File: src/rtl/vga_timing_pkg.sv
// -----------------------------------------------------------------------------
// vga_timing_pkg
// Shared 640x480@60 timing constants, frame-buffer geometry and the small
// types carried down the pixel pipeline of vga_fb_reader.
//   VGA_H_* / VGA_V_* : active, porch, sync and total lengths in pclk / lines
//   VGA_FB_WIDTH      : frame-buffer pixels per row
//   VGA_FB_DEPTH      : frame-buffer words (320 x 240)
//   vga_ctl_t         : per-pixel sideband (blank, syncs, start-of-frame)
//   vga_rgb_t         : 4:4:4 pixel colour
// -----------------------------------------------------------------------------
package vga_timing_pkg;

  localparam int unsigned VGA_H_ACTIVE = 640;
  localparam int unsigned VGA_H_FP     = 16;
  localparam int unsigned VGA_H_SYNC   = 96;
  localparam int unsigned VGA_H_BP     = 48;
  localparam int unsigned VGA_H_TOTAL  = VGA_H_ACTIVE + VGA_H_FP + VGA_H_SYNC + VGA_H_BP;

  localparam int unsigned VGA_V_ACTIVE = 480;
  localparam int unsigned VGA_V_FP     = 10;
  localparam int unsigned VGA_V_SYNC   = 2;
  localparam int unsigned VGA_V_BP     = 33;
  localparam int unsigned VGA_V_TOTAL  = VGA_V_ACTIVE + VGA_V_FP + VGA_V_SYNC + VGA_V_BP;

  localparam int unsigned VGA_FB_WIDTH = 320;
  localparam int unsigned VGA_FB_DEPTH = 76800;

  localparam int unsigned VGA_CNT_W  = 10;
  localparam int unsigned VGA_ADDR_W = 17;
  localparam int unsigned VGA_DATA_W = 16;
  localparam int unsigned VGA_PIX_W  = 12;

  typedef struct packed {
    logic blank;
    logic hs_n;
    logic vs_n;
    logic sof;
  } vga_ctl_t;

  localparam vga_ctl_t VGA_CTL_IDLE = '{blank: 1'b1, hs_n: 1'b1, vs_n: 1'b1, sof: 1'b0};

  typedef struct packed {
    logic [3:0] r;
    logic [3:0] g;
    logic [3:0] b;
  } vga_rgb_t;

  localparam vga_rgb_t VGA_RGB_BLACK  = '{r: 4'h0, g: 4'h0, b: 4'h0};
  localparam vga_rgb_t VGA_RGB_MARKER = '{r: 4'hF, g: 4'h0, b: 4'h0};

  // Frame-buffer word layout: [11:8]=R, [7:4]=G, [3:0]=B.
  function automatic vga_rgb_t vga_unpack_rgb(input logic [VGA_PIX_W-1:0] word);
    return '{r: word[11:8], g: word[7:4], b: word[3:0]};
  endfunction

endpackage

File: src/rtl/vga_timing_gen.sv
// -----------------------------------------------------------------------------
// vga_timing_gen
// Horizontal/vertical position counters and the raw (undelayed) sync and
// blank decode for one counter position.
//   pclk_i        : pixel clock, rising edge
//   rst_i         : synchronous active-high reset, counters held at (0,0)
//   h_cnt_o       : pixel within line, 0 .. H_TOTAL-1
//   v_cnt_o       : line within frame, 0 .. V_TOTAL-1
//   active_o      : position is inside the visible area
//   hs_n_o/vs_n_o : active-low sync windows
//   sof_o         : position (0,0)
//   line_end_o    : last visible pixel of a visible line
//   frame_end_o   : last position of the frame (next edge wraps to 0,0)
// -----------------------------------------------------------------------------
module vga_timing_gen
  import vga_timing_pkg::*;
#(
  parameter int unsigned H_ACTIVE = VGA_H_ACTIVE,
  parameter int unsigned V_ACTIVE = VGA_V_ACTIVE
) (
  input  logic                 pclk_i,
  input  logic                 rst_i,
  output logic [VGA_CNT_W-1:0] h_cnt_o,
  output logic [VGA_CNT_W-1:0] v_cnt_o,
  output logic                 active_o,
  output logic                 hs_n_o,
  output logic                 vs_n_o,
  output logic                 sof_o,
  output logic                 line_end_o,
  output logic                 frame_end_o
);

  // Blanking intervals are fixed; only the visible area scales.
  localparam int unsigned H_TOTAL = H_ACTIVE + (VGA_H_TOTAL - VGA_H_ACTIVE);
  localparam int unsigned V_TOTAL = V_ACTIVE + (VGA_V_TOTAL - VGA_V_ACTIVE);

  localparam logic [VGA_CNT_W-1:0] CNT_ONE    = VGA_CNT_W'(1);
  localparam logic [VGA_CNT_W-1:0] H_ACT_C    = VGA_CNT_W'(H_ACTIVE);
  localparam logic [VGA_CNT_W-1:0] H_ACT_LAST = VGA_CNT_W'(H_ACTIVE - 1);
  localparam logic [VGA_CNT_W-1:0] H_SYNC_BEG = VGA_CNT_W'(H_ACTIVE + VGA_H_FP);
  localparam logic [VGA_CNT_W-1:0] H_SYNC_END = VGA_CNT_W'(H_ACTIVE + VGA_H_FP + VGA_H_SYNC);
  localparam logic [VGA_CNT_W-1:0] H_LAST     = VGA_CNT_W'(H_TOTAL - 1);
  localparam logic [VGA_CNT_W-1:0] V_ACT_C    = VGA_CNT_W'(V_ACTIVE);
  localparam logic [VGA_CNT_W-1:0] V_SYNC_BEG = VGA_CNT_W'(V_ACTIVE + VGA_V_FP);
  localparam logic [VGA_CNT_W-1:0] V_SYNC_END = VGA_CNT_W'(V_ACTIVE + VGA_V_FP + VGA_V_SYNC);
  localparam logic [VGA_CNT_W-1:0] V_LAST     = VGA_CNT_W'(V_TOTAL - 1);

  logic [VGA_CNT_W-1:0] h_cnt_q, h_cnt_d;
  logic [VGA_CNT_W-1:0] v_cnt_q, v_cnt_d;
  logic                 h_wrap;

  assign h_wrap = (h_cnt_q == H_LAST);

  always_comb begin
    h_cnt_d = h_cnt_q + CNT_ONE;
    v_cnt_d = v_cnt_q;
    if (h_wrap) begin
      h_cnt_d = '0;
      v_cnt_d = (v_cnt_q == V_LAST) ? '0 : v_cnt_q + CNT_ONE;
    end
  end

  always_ff @(posedge pclk_i) begin
    if (rst_i) begin
      h_cnt_q <= '0;
      v_cnt_q <= '0;
    end else begin
      h_cnt_q <= h_cnt_d;
      v_cnt_q <= v_cnt_d;
    end
  end

  assign h_cnt_o     = h_cnt_q;
  assign v_cnt_o     = v_cnt_q;
  assign active_o    = (h_cnt_q < H_ACT_C) && (v_cnt_q < V_ACT_C);
  assign hs_n_o      = !((h_cnt_q >= H_SYNC_BEG) && (h_cnt_q < H_SYNC_END));
  assign vs_n_o      = !((v_cnt_q >= V_SYNC_BEG) && (v_cnt_q < V_SYNC_END));
  assign sof_o       = (h_cnt_q == '0) && (v_cnt_q == '0);
  assign line_end_o  = (h_cnt_q == H_ACT_LAST) && (v_cnt_q < V_ACT_C);
  assign frame_end_o = h_wrap && (v_cnt_q == V_LAST);

endmodule

File: src/rtl/vga_fb_reader.sv
// -----------------------------------------------------------------------------
// vga_fb_reader
// Scans a 320x240 frame buffer out to a 640x480 VGA raster with 2x pixel and
// line doubling. One synchronous-read fetch per visible pclk; colour, syncs,
// blank and frame_start reach the pins together, two pclk after the counter
// position that produced them.
//   pclk        : pixel clock, rising edge
//   rst         : synchronous active-high reset
//   fb_addr     : frame-buffer read address (row-major), held during blanking
//   fb_re       : read enable, high on visible positions
//   fb_dout     : read data, one pclk after fb_addr; [11:0] = RGB 4:4:4
//   vga_r/g/b   : pixel colour, forced to 0 during blanking
//   vga_hs/vs   : active-low syncs
//   frame_start : one-pclk pulse with pin-side pixel (0,0)
//   marker_x/y  : crosshair position in frame-buffer coordinates
//                 (only with VGA_FB_READER_CROSSHAIR_EN)
// Build option: define VGA_FB_READER_CROSSHAIR_EN to add the red crosshair
// overlay and its marker ports.
// -----------------------------------------------------------------------------
module vga_fb_reader
  import vga_timing_pkg::*;
#(
  parameter int unsigned H_ACTIVE = VGA_H_ACTIVE,
  parameter int unsigned V_ACTIVE = VGA_V_ACTIVE,
  parameter int unsigned FB_WIDTH = VGA_FB_WIDTH
) (
  input  logic                  pclk,
  input  logic                  rst,
  output logic [VGA_ADDR_W-1:0] fb_addr,
  output logic                  fb_re,
  input  logic [VGA_DATA_W-1:0] fb_dout,
  output logic [3:0]            vga_r,
  output logic [3:0]            vga_g,
  output logic [3:0]            vga_b,
  output logic                  vga_hs,
  output logic                  vga_vs,
  output logic                  frame_start
`ifdef VGA_FB_READER_CROSSHAIR_EN
  ,
  input  logic [8:0]            marker_x,
  input  logic [7:0]            marker_y
`endif
);

  localparam logic [VGA_ADDR_W-1:0] FB_W_ADDR = VGA_ADDR_W'(FB_WIDTH);

  logic [VGA_CNT_W-1:0] h_cnt;
  logic [VGA_CNT_W-1:0] v_cnt;
  logic                 active;
  logic                 hs_n;
  logic                 vs_n;
  logic                 sof;
  logic                 line_end;
  logic                 frame_end;

  vga_timing_gen #(
    .H_ACTIVE (H_ACTIVE),
    .V_ACTIVE (V_ACTIVE)
  ) u_timing (
    .pclk_i      (pclk),
    .rst_i       (rst),
    .h_cnt_o     (h_cnt),
    .v_cnt_o     (v_cnt),
    .active_o    (active),
    .hs_n_o      (hs_n),
    .vs_n_o      (vs_n),
    .sof_o       (sof),
    .line_end_o  (line_end),
    .frame_end_o (frame_end)
  );

  // Only [11:0] of the read word carries colour; bit 0 of h_cnt is the
  // horizontal doubling phase and is not part of the address.
  logic unused_bits;
  assign unused_bits = ^{fb_dout[15:12], h_cnt[0], v_cnt};

  // ---------------------------------------------------------------------------
  // Address generation: row_base steps by one buffer row after every odd
  // visible line, so each buffer row is scanned twice. Adder only.
  // ---------------------------------------------------------------------------
  logic [VGA_ADDR_W-1:0] row_base_q, row_base_d;
  logic [VGA_ADDR_W-1:0] addr_hold_q, addr_hold_d;
  logic [VGA_ADDR_W-1:0] pix_addr;

  assign pix_addr = row_base_q + {{(VGA_ADDR_W - 9){1'b0}}, h_cnt[9:1]};

  always_comb begin
    row_base_d = row_base_q;
    if (frame_end) begin
      row_base_d = '0;
    end else if (line_end && v_cnt[0]) begin
      row_base_d = row_base_q + FB_W_ADDR;
    end
  end

  always_comb begin
    addr_hold_d = addr_hold_q;
    if (active) begin
      addr_hold_d = pix_addr;
    end
  end

  always_ff @(posedge pclk) begin
    if (rst) begin
      row_base_q  <= '0;
      addr_hold_q <= '0;
    end else begin
      row_base_q  <= row_base_d;
      addr_hold_q <= addr_hold_d;
    end
  end

  // The address is presented in the same cycle as its counter position so
  // the synchronous read returns data one pclk later, leaving exactly one
  // register stage for colour. Gating with rst keeps the bus quiet while
  // the counters sit at the visible position (0,0) during reset.
  always_comb begin
    fb_addr = addr_hold_q;
    fb_re   = 1'b0;
    if (rst) begin
      fb_addr = '0;
    end else if (active) begin
      fb_addr = pix_addr;
      fb_re   = 1'b1;
    end
  end

  // ---------------------------------------------------------------------------
  // Crosshair overlay
  // ---------------------------------------------------------------------------
  logic overlay_hit;

`ifdef VGA_FB_READER_CROSSHAIR_EN
  localparam logic [8:0] FB_W_X    = 9'(FB_WIDTH);
  localparam logic [7:0] FB_ROWS_Y = 8'(V_ACTIVE / 2);

  logic [8:0] mark_x_q, mark_x_d, mark_x_eff;
  logic [7:0] mark_y_q, mark_y_d, mark_y_eff;
  logic       hit_x;
  logic       hit_y;

  // The marker is latched at (0,0); that first pixel uses the live port
  // value so the whole frame sees one consistent position.
  assign mark_x_eff = sof ? marker_x : mark_x_q;
  assign mark_y_eff = sof ? marker_y : mark_y_q;

  always_comb begin
    mark_x_d = mark_x_q;
    mark_y_d = mark_y_q;
    if (sof) begin
      mark_x_d = marker_x;
      mark_y_d = marker_y;
    end
  end

  always_ff @(posedge pclk) begin
    if (rst) begin
      mark_x_q <= '1;
      mark_y_q <= '1;
    end else begin
      mark_x_q <= mark_x_d;
      mark_y_q <= mark_y_d;
    end
  end

  // An out-of-range coordinate suppresses that axis only.
  assign hit_x       = (mark_x_eff < FB_W_X) && (h_cnt[9:1] == mark_x_eff);
  assign hit_y       = (mark_y_eff < FB_ROWS_Y) && (v_cnt[8:1] == mark_y_eff);
  assign overlay_hit = active && (hit_x || hit_y);
`else
  assign overlay_hit = 1'b0;
`endif

  // ---------------------------------------------------------------------------
  // Output pipeline. Stage 1 waits alongside the memory read; stage 2 is the
  // pin register where colour is chosen from the data that just arrived.
  // ---------------------------------------------------------------------------
  vga_ctl_t ctl_s1_q, ctl_s1_d;
  vga_ctl_t ctl_s2_q;
  logic     hit_s1_q;
  vga_rgb_t rgb_q, rgb_d;

  always_comb begin
    ctl_s1_d       = VGA_CTL_IDLE;
    ctl_s1_d.blank = !active;
    ctl_s1_d.hs_n  = hs_n;
    ctl_s1_d.vs_n  = vs_n;
    ctl_s1_d.sof   = sof;
  end

  always_comb begin
    rgb_d = VGA_RGB_BLACK;
    if (!ctl_s1_q.blank) begin
      rgb_d = hit_s1_q ? VGA_RGB_MARKER : vga_unpack_rgb(fb_dout[VGA_PIX_W-1:0]);
    end
  end

  always_ff @(posedge pclk) begin
    if (rst) begin
      ctl_s1_q <= VGA_CTL_IDLE;
      ctl_s2_q <= VGA_CTL_IDLE;
      hit_s1_q <= 1'b0;
      rgb_q    <= VGA_RGB_BLACK;
    end else begin
      ctl_s1_q <= ctl_s1_d;
      ctl_s2_q <= ctl_s1_q;
      hit_s1_q <= overlay_hit;
      rgb_q    <= rgb_d;
    end
  end

  assign vga_r       = rgb_q.r;
  assign vga_g       = rgb_q.g;
  assign vga_b       = rgb_q.b;
  assign vga_hs      = ctl_s2_q.hs_n;
  assign vga_vs      = ctl_s2_q.vs_n;
  assign frame_start = ctl_s2_q.sof;

endmodule

File: config.mk
export PLATFORM = sky130hd
export DESIGN_NAME = vga_fb_reader
export DESIGN_NICKNAME = d
export VERILOG_FILES = /design/src/rtl/vga_timing_pkg.sv /design/src/rtl/vga_timing_gen.sv /design/src/rtl/vga_fb_reader.sv
export SDC_FILE = /design/constraint.sdc
export NUM_CORES = 1
export LEC_CHECK = 0
export ABC_AREA = 1
export CAP_MARGIN = 20
export CORE_ASPECT_RATIO = 0.9
export CORE_MARGIN = 4
export CORE_UTILIZATION = 53
export DETAILED_ROUTE_END_ITERATION = 10
export GPL_ROUTABILITY_DRIVEN = 0
export HOLD_SLACK_MARGIN = 0.12
export PLACE_DENSITY = 0.77
export SLEW_MARGIN = 20
export SYNTH_ARGS = -nofsm -noshare
export SYNTH_HDL_FRONTEND = slang
export SYNTH_SLANG_ARGS = --single-unit
File: constraint.sdc
create_clock -name pclk -period 2.3 [get_ports pclk]
set_clock_uncertainty 0.2 [all_clocks]
set_input_delay 0.345 -clock pclk [delete_from_list [all_inputs] [get_ports pclk]]
set_output_delay 0.345 -clock pclk [all_outputs]
set_load 0.05 [all_outputs]
==> results_dict.tcl, run 1 <==
set metrics [dict create \
    status "finished, violations left" \
    violations "setup timing" \
    tritoncts "yes" \
    final_nets 520 \
    final_layout_size_suffix_gt1_share_pct 27.97 \
    rows 26 \
    maxCapViolCount 0 \
    hold_viol_final 0 \
    fmax_mhz 352.4 \
    fin_crit_sh_pct 123.4 \
    ir_drop_mv 0.5482 \
    period_needed_ns 2.838 \
    antenna_left 0 \
    setup_ws_ns -0.5376 \
    n_antenna_cell 0 \
    ys.flop_type "dfxtp_1" \
    critPathArrivalTime_ns 2.29 \
    hold_path_class "flip-flop to flip-flop" \
    dp_slack_ns -0.2128 \
    cts.sinks 67 \
    grt_pass1_wl_microns 13010 \
    cts_made_buffers 9 \
    die_w_microns 89.21 \
    synthArstFlopShare_pct 0 \
    drc 0 \
    io_pins 51 \
    seq_area_frac_synth_pct 42.64 \
    worst-endpoint-required_ns 1.75 \
    die_area_sq_mm 0.007233 \
    via_per_inst 5.323 \
    netlist_area_sq_mm 0.003146 \
    synth-edff-count 0 \
    first_pass_iters 5 \
    chipHeight_microns 81.09 \
    clk-insertion-delay-late_ns 0.36 \
    antenna_found_initial 0 \
    worstPathCellList "ha_4, inv_2, fa_2, inv_2, nand2_2, nand2_4, nand2_4, nor2_4, inv_2, o21ai_2, nand3_2, nand2_4, buf_12" \
    final_common_cell "nand2_1" \
    hold_buffers 0 \
    area_delta_synth_final_pct 40.21 \
    cts.reportedPaths.clkPinSlew_ns 0.07 \
    cpMaxStageDelayCell "dfxtp_2" \
    cts_max_level 3 \
    syn_inst 419 \
    mostFrequentLayoutCells "nand2_1 (84), dfxtp_1 (57), inv_1 (51), nor2_1 (42), clkdlybuf4s50_1 (28)" \
    core_sq_mm 0.005725 \
    tightest_slew_ns 0.5163 \
    crit_path_end_kind "output pin" \
    ys_types 33 \
    drt-total-wl_microns 8430 \
    wl_per_cell_microns 14.87 \
    critPathKind "flip-flop to output pin" \
    grtUsageTotal_pct 23.52 \
    first_global_vias 2869 \
    fin_area_sq_mm 0.004410 \
    rsz0062_at_grt "true" \
    portBuffers 46 \
    grt_overflow 0 \
    yosys_warnings 0 \
    start_util_pct 54.94 \
    crit_fanout 3 \
    cts_root_buf "clkbuf_8" \
    timing.final.max_slew_violations 0 \
    relSlewSlack_pct 65.48 \
    setup_viol 17 \
    drtIter0Drc 182 \
    synth_nets 446 \
    syn-mean-instance-area_sq_um 7.507 \
    power_density_mw_per_mm2 578.9 \
    placed_cell_area_sq_mm 0.003766 \
    cp-start-kind "flip-flop" \
    clockBufferDepth 2 \
    ys_ff_latch 67 \
    p_leak_nw 1.851 \
    max_stage_delay_ns 0.36 \
    grt_max_degree 18 \
    p_total_w 0.002553 \
    hpwl_microns 5414 \
    vias 3018 \
]
## metal layers
layer | routed length [microns] | global-route usage [%] | up-vias
met3 | 650 | 7.708 | 34
met2 | 4022 | 38.81 | 119
li1 | - | - | 1477
met5 | 0 | 0 | -
met1 | 3406 | 27.43 | 1388
met4 | 350 | 11.16 | 0
## synthesized netlist by cell type (2+ instances only)
cell	number	area (sq um)
nand2_1	92	345.3
dfxtp_1	67	1341
inv_1	55	206.5
nor2_1	44	165.2
nand3_1	32	160.2
a21oi_1	20	100.1
nor3_1	11	55.05
xor2_1	11	96.34
o21ai_0	10	50.05
o21ai_2	10	87.58
nand4_1	9	56.30
ha_1	8	100.1
nand2_2	5	31.28
nor2_4	5	56.30
buf_2	4	20.02
buf_6	4	45.04
inv_2	4	15.01
nor2_2	4	25.02
nand3b_1	3	22.52
or2_2	3	18.77
clkbuf_1	2	7.510
nand2_4	2	22.52
nor3b_1	2	15.01
nor4_1	2	12.51
o21ai_1	2	10.01
## final cells by class
class / instances / area, sq um
clock buffer: 9 / 123.9
timing repair buffer: 72 / 745.7
tap: 70 / 87.58
multi-input combinational: 281 / 1737
sequential: 67 / 1354
clock inverter: 6 / 115.1
timing repair inverter: 1 / 6.256
inverter: 61 / 241.5
fill: 367 / 1315
## logic make-up (layout without fill, tap and decap cells)
group,count (synthesis),in the layout,synth area share (%)
and+or+nand+nor,216,216,32.22
adders and majority gates,9,9,3.819
DFF,67,67,42.64
AOI/OAI and AO/OA,45,45,8.552
buffers and inverters,71,149,9.706
xor gates and xnor gates,11,11,3.063
## final timing paths
path                        from               to  slack, ns  cells past startpoint
max reg2reg  u_timing.h_cnt_o[7]  addr_hold_q[16]       0.24                     12
max          u_timing.h_cnt_o[7]      fb_addr[16]      -0.54                     13
min                  ctl_s1_q[1]           vga_vs       0.21                      1
min reg2reg          ctl_s1_q[1]           vga_vs       0.21                      1
## worst max-delay path, delay by kind of cell, from the launching register on
family                   cells  cell delay, ns
buffers and inverters        4            0.29
AND/OR/NAND/NOR              6            0.61
adder cells (fa/ha/maj)      2            0.50
flip-flops                   1            0.36
AO/OA/AOI/OAI                1            0.17
## registers in the layout (all words and copies together) (netlist names)
name              cells
addr_hold_q          17
ctl_s1_q              4
frame_start           1
row_base_q           11
u_timing.h_cnt_o     10
u_timing.v_cnt_o     10
vga_b                 4
vga_g                 4
vga_hs                1
vga_r                 4
vga_vs                1
## per-stage QoR
step / util [%] / hold slack (ns) / setup TNS, ns / std cells
final: 77.03 / 0.2097 / -2.922 / 567
after global routing: 77.03 / 0.2289 / -4.012 / 567
after CTS: 74.85 / 0.2108 / -1.993 / 565
after detailed placement: 65.78 / 0.1940 / -0.3470 / 540
after global placement: 65.78 / 0.1909 / -0.07448 / 540
after floorplan: - / 0.1883 / -0.2958 / 419
## report_power, final
| part | switching, W | total, W | internal, W |
|---|---|---|---|
| Combinational | 0.000107 | 0.000178 | 0.0000714 |
| Sequential | 0.00000799 | 0.00119 | 0.00118 |
| Clock | 0.000473 | 0.00119 | 0.000717 |
| Total | 0.000588 | 0.00255 | 0.00197 |
## repair_timing
item,in CTS,in global routing
cloned,1,0
pin swaps,19,11
resized for setup,56,25
buffers inserted,9,2
setup endpoints to repair,17,17
Note: power is estimated with default switching activity, not from simulation.
==> run 2: changes to the inputs <==
--- a/config.mk
+++ b/config.mk
@@ -12,7 +12,6 @@
 export CORE_UTILIZATION = 53
 export DETAILED_ROUTE_END_ITERATION = 10
 export GPL_ROUTABILITY_DRIVEN = 0
-export HOLD_SLACK_MARGIN = 0.12
 export PLACE_DENSITY = 0.77
 export SLEW_MARGIN = 20
 export SYNTH_ARGS = -nofsm -noshare
==> results of run 2 <==
No change in the layout: final DEF, timing and power equal those of run 1.
==> run 3: changes to the inputs <==
--- a/config.mk
+++ b/config.mk
@@ -12,7 +12,8 @@
 export CORE_UTILIZATION = 53
 export DETAILED_ROUTE_END_ITERATION = 10
 export GPL_ROUTABILITY_DRIVEN = 0
-export PLACE_DENSITY = 0.77
+export MAX_ROUTING_LAYER = met4
+export PLACE_DENSITY = 0.78
 export SLEW_MARGIN = 20
 export SYNTH_ARGS = -nofsm -noshare
 export SYNTH_HDL_FRONTEND = slang
==> results_dict.tcl, run 3 (synthesized netlist as in run 1, its figures left out) <==
set metrics [dict create \
    crit_top_cell "nand2_2" \
    worst-endpoint-required_ns 1.75 \
    swShare_pct 24.46 \
    pwr-share-comb_pct 7.5 \
    rows 26 \
    fmax_mhz 357.7 \
    drc 0 \
    die_area_sq_mm 0.007233 \
    grt_pass1_wl_microns 14280 \
    hold_viol_final 0 \
    cts_max_level 3 \
    power_density_mw_per_mm2 545.4 \
    period_needed_ns 2.795 \
    tritoncts "yes" \
    p_int_w 0.001862 \
    critPathKind "flip-flop to output pin" \
    cp-start-kind "flip-flop" \
    die_w_microns 89.21 \
    start_util_pct 54.94 \
    hold_path_class "flip-flop to flip-flop" \
    max_stage_delay_ns 0.36 \
    critPathArrivalTime_ns 2.25 \
    mostFrequentLayoutCells "nand2_1 (82), dfxtp_1 (58), inv_1 (52), nor2_1 (42), nand3_1 (29)" \
    io_pins 51 \
    clockBufferDepth 2 \
    cts.reportedPaths.clkPinSlew_ns 0.08 \
    ir_drop_mv 0.3846 \
    largest_reg_flops 17 \
    vias 3194 \
    placed_cell_area_sq_mm 0.003766 \
    core_sq_mm 0.005725 \
    crit_path_end_kind "output pin" \
    clk-insertion-delay-late_ns 0.35 \
    antenna_found_initial 0 \
    timing.final.max_slew_violations 0 \
    power_frac_clock_pct 44.4 \
    worstPathCellList "ha_4, inv_2, fa_2, inv_2, nand2_2, nand2_2, nand2_2, nor2_2, inv_1, o21ai_1, nand3_1, nand2_4, buf_12" \
    rsz0062_at_grt "true" \
    fin_crit_sh_pct 121.5 \
    regToRegStartpoint "u_timing.h_cnt_o[7]" \
    grtUsageTotal_pct 26.40 \
    antenna_left 0 \
    cts.sinks 67 \
    final_layout_size_suffix_gt1_share_pct 28.85 \
    nFillCells 332 \
    chipHeight_microns 81.09 \
    cts_made_buffers 9 \
    violations "setup timing" \
    fin_area_sq_mm 0.004519 \
    min_from "ctl_s1_q[2]" \
    p_leak_nw 1.904 \
    tightest_slew_ns 0.5058 \
    cpMaxStageDelayCell "dfxtp_2" \
    regMostFlops "addr_hold_q" \
    setup_ws_ns -0.4954 \
    wl_per_cell_microns 17.04 \
    final_nets 528 \
    final_common_cell "nand2_1" \
    first_global_vias 3171 \
    hpwl_microns 5433 \
    grt_max_degree 18 \
    setup_viol 17 \
    first_pass_iters 7 \
    n_antenna_cell 0 \
    reg.largest.list "addr_hold_q: 17 flops, row_base_q: 11 flops" \
    drtIter0Drc 305 \
    area_delta_synth_final_pct 43.68 \
    drt-total-wl_microns 9813 \
    grt_overflow 0 \
    crit_fanout 2 \
    cts_root_buf "clkbuf_8" \
    final_util_pct 78.93 \
    crit_buf_inv 4 \
    setup_tns_ns -2.879 \
    portBuffers 46 \
    maxCapViolCount 0 \
    via_per_inst 5.545 \
    seqPwrFrac_pct 48.1 \
    status "finished, violations left" \
    crit_family "simple AND/OR/NAND/NOR gates" \
    p_sw_w 0.0006029 \
    cp-startpoint "u_timing.h_cnt_o[7]" \
    relSlewSlack_pct 66.17 \
]
run 3: changes by cell type in the layout (fill, tap and decap cells not counted), moves of 2 or more:
cell,before,now
dfxtp_2,10,8
o21ai_4,9,12
o21ai_2,9,6
buf_4,21,25
nand3_1,27,29
clkinv_2,0,2
nand3_2,5,2
buf_6,14,16
nor2_2,3,5
nor2_4,8,6
nand2_1,84,82
run 3: metrics by stage:
| stage | total power [W] | hold slack [ns] | instances | setup WS (ns) |
|---|---|---|---|---|
| floorplan | 0.001308 | 0.1883 | 419 | -0.03287 |
| global placement | 0.001366 | 0.1935 | 540 | -0.06380 |
| CTS | 0.002442 | 0.2150 | 569 | -0.3872 |
| finish | 0.002465 | 0.2101 | 576 | -0.4954 |
| detailed placement | 0.001370 | 0.1954 | 540 | -0.1344 |
| global route | 0.002545 | 0.2109 | 576 | -0.5684 |
run 3: power groups by stage:
stage	registers [W]	logic (W)	clock network, W
after floorplan	0.00125	0.0000624	0
after global placement	0.00121	0.000155	0
after detailed placement	0.00121	0.000157	0
after CTS	0.00118	0.000171	0.00109
after global routing	0.00119	0.000197	0.00116
final	0.00119	0.000185	0.00109
run 3: path summary, 6_finish.rpt:
kind,end,slack [ns],cells after the start
setup reg to reg,addr_hold_q[16],0.28,12
setup / recovery,fb_addr[16],-0.50,13
hold / removal,vga_hs,0.21,1
hold reg to reg,vga_hs,0.21,1
run 3: layout make-up:
class | instances | area (sq um) | area share (%)
Inverter | 61 | 249.0 | 5.509
Sequential cell | 67 | 1355 | 29.98
Tap cell | 70 | 87.58 | 1.938
Timing Repair Buffer | 79 | 818.3 | 18.11
Multi-Input combinational cell | 281 | 1775 | 39.29
Clock buffer | 10 | 127.6 | 2.824
Clock inverter | 6 | 90.09 | 1.993
Timing Repair inverter | 2 | 16.27 | 0.3599
run 3: metal layers:
| layer | share of wire (%) | up-vias | wire, microns | GRT usage, % |
|---|---|---|---|---|
| li1 | - | 1494 | - | - |
| met1 | 39 | 1467 | 3808 | 28.24 |
| met2 | 49 | 173 | 4846 | 44.99 |
| met3 | 7.6 | 60 | 748 | 8.519 |
| met4 | 4.2 | 0 | 410 | 10.71 |
| met5 | 0 | - | 0 | - |
run 3: what timing repair did:
| item | 4_1_cts | 5_1_grt |
|---|---|---|
| setup endpoints to repair | 17 | 18 |
| setup buffers | 12 | 6 |
| hold buffers | 0 | 0 |
| cloned | 1 | 1 |
| resized for setup | 65 | 28 |
| pin swaps | 17 | 12 |
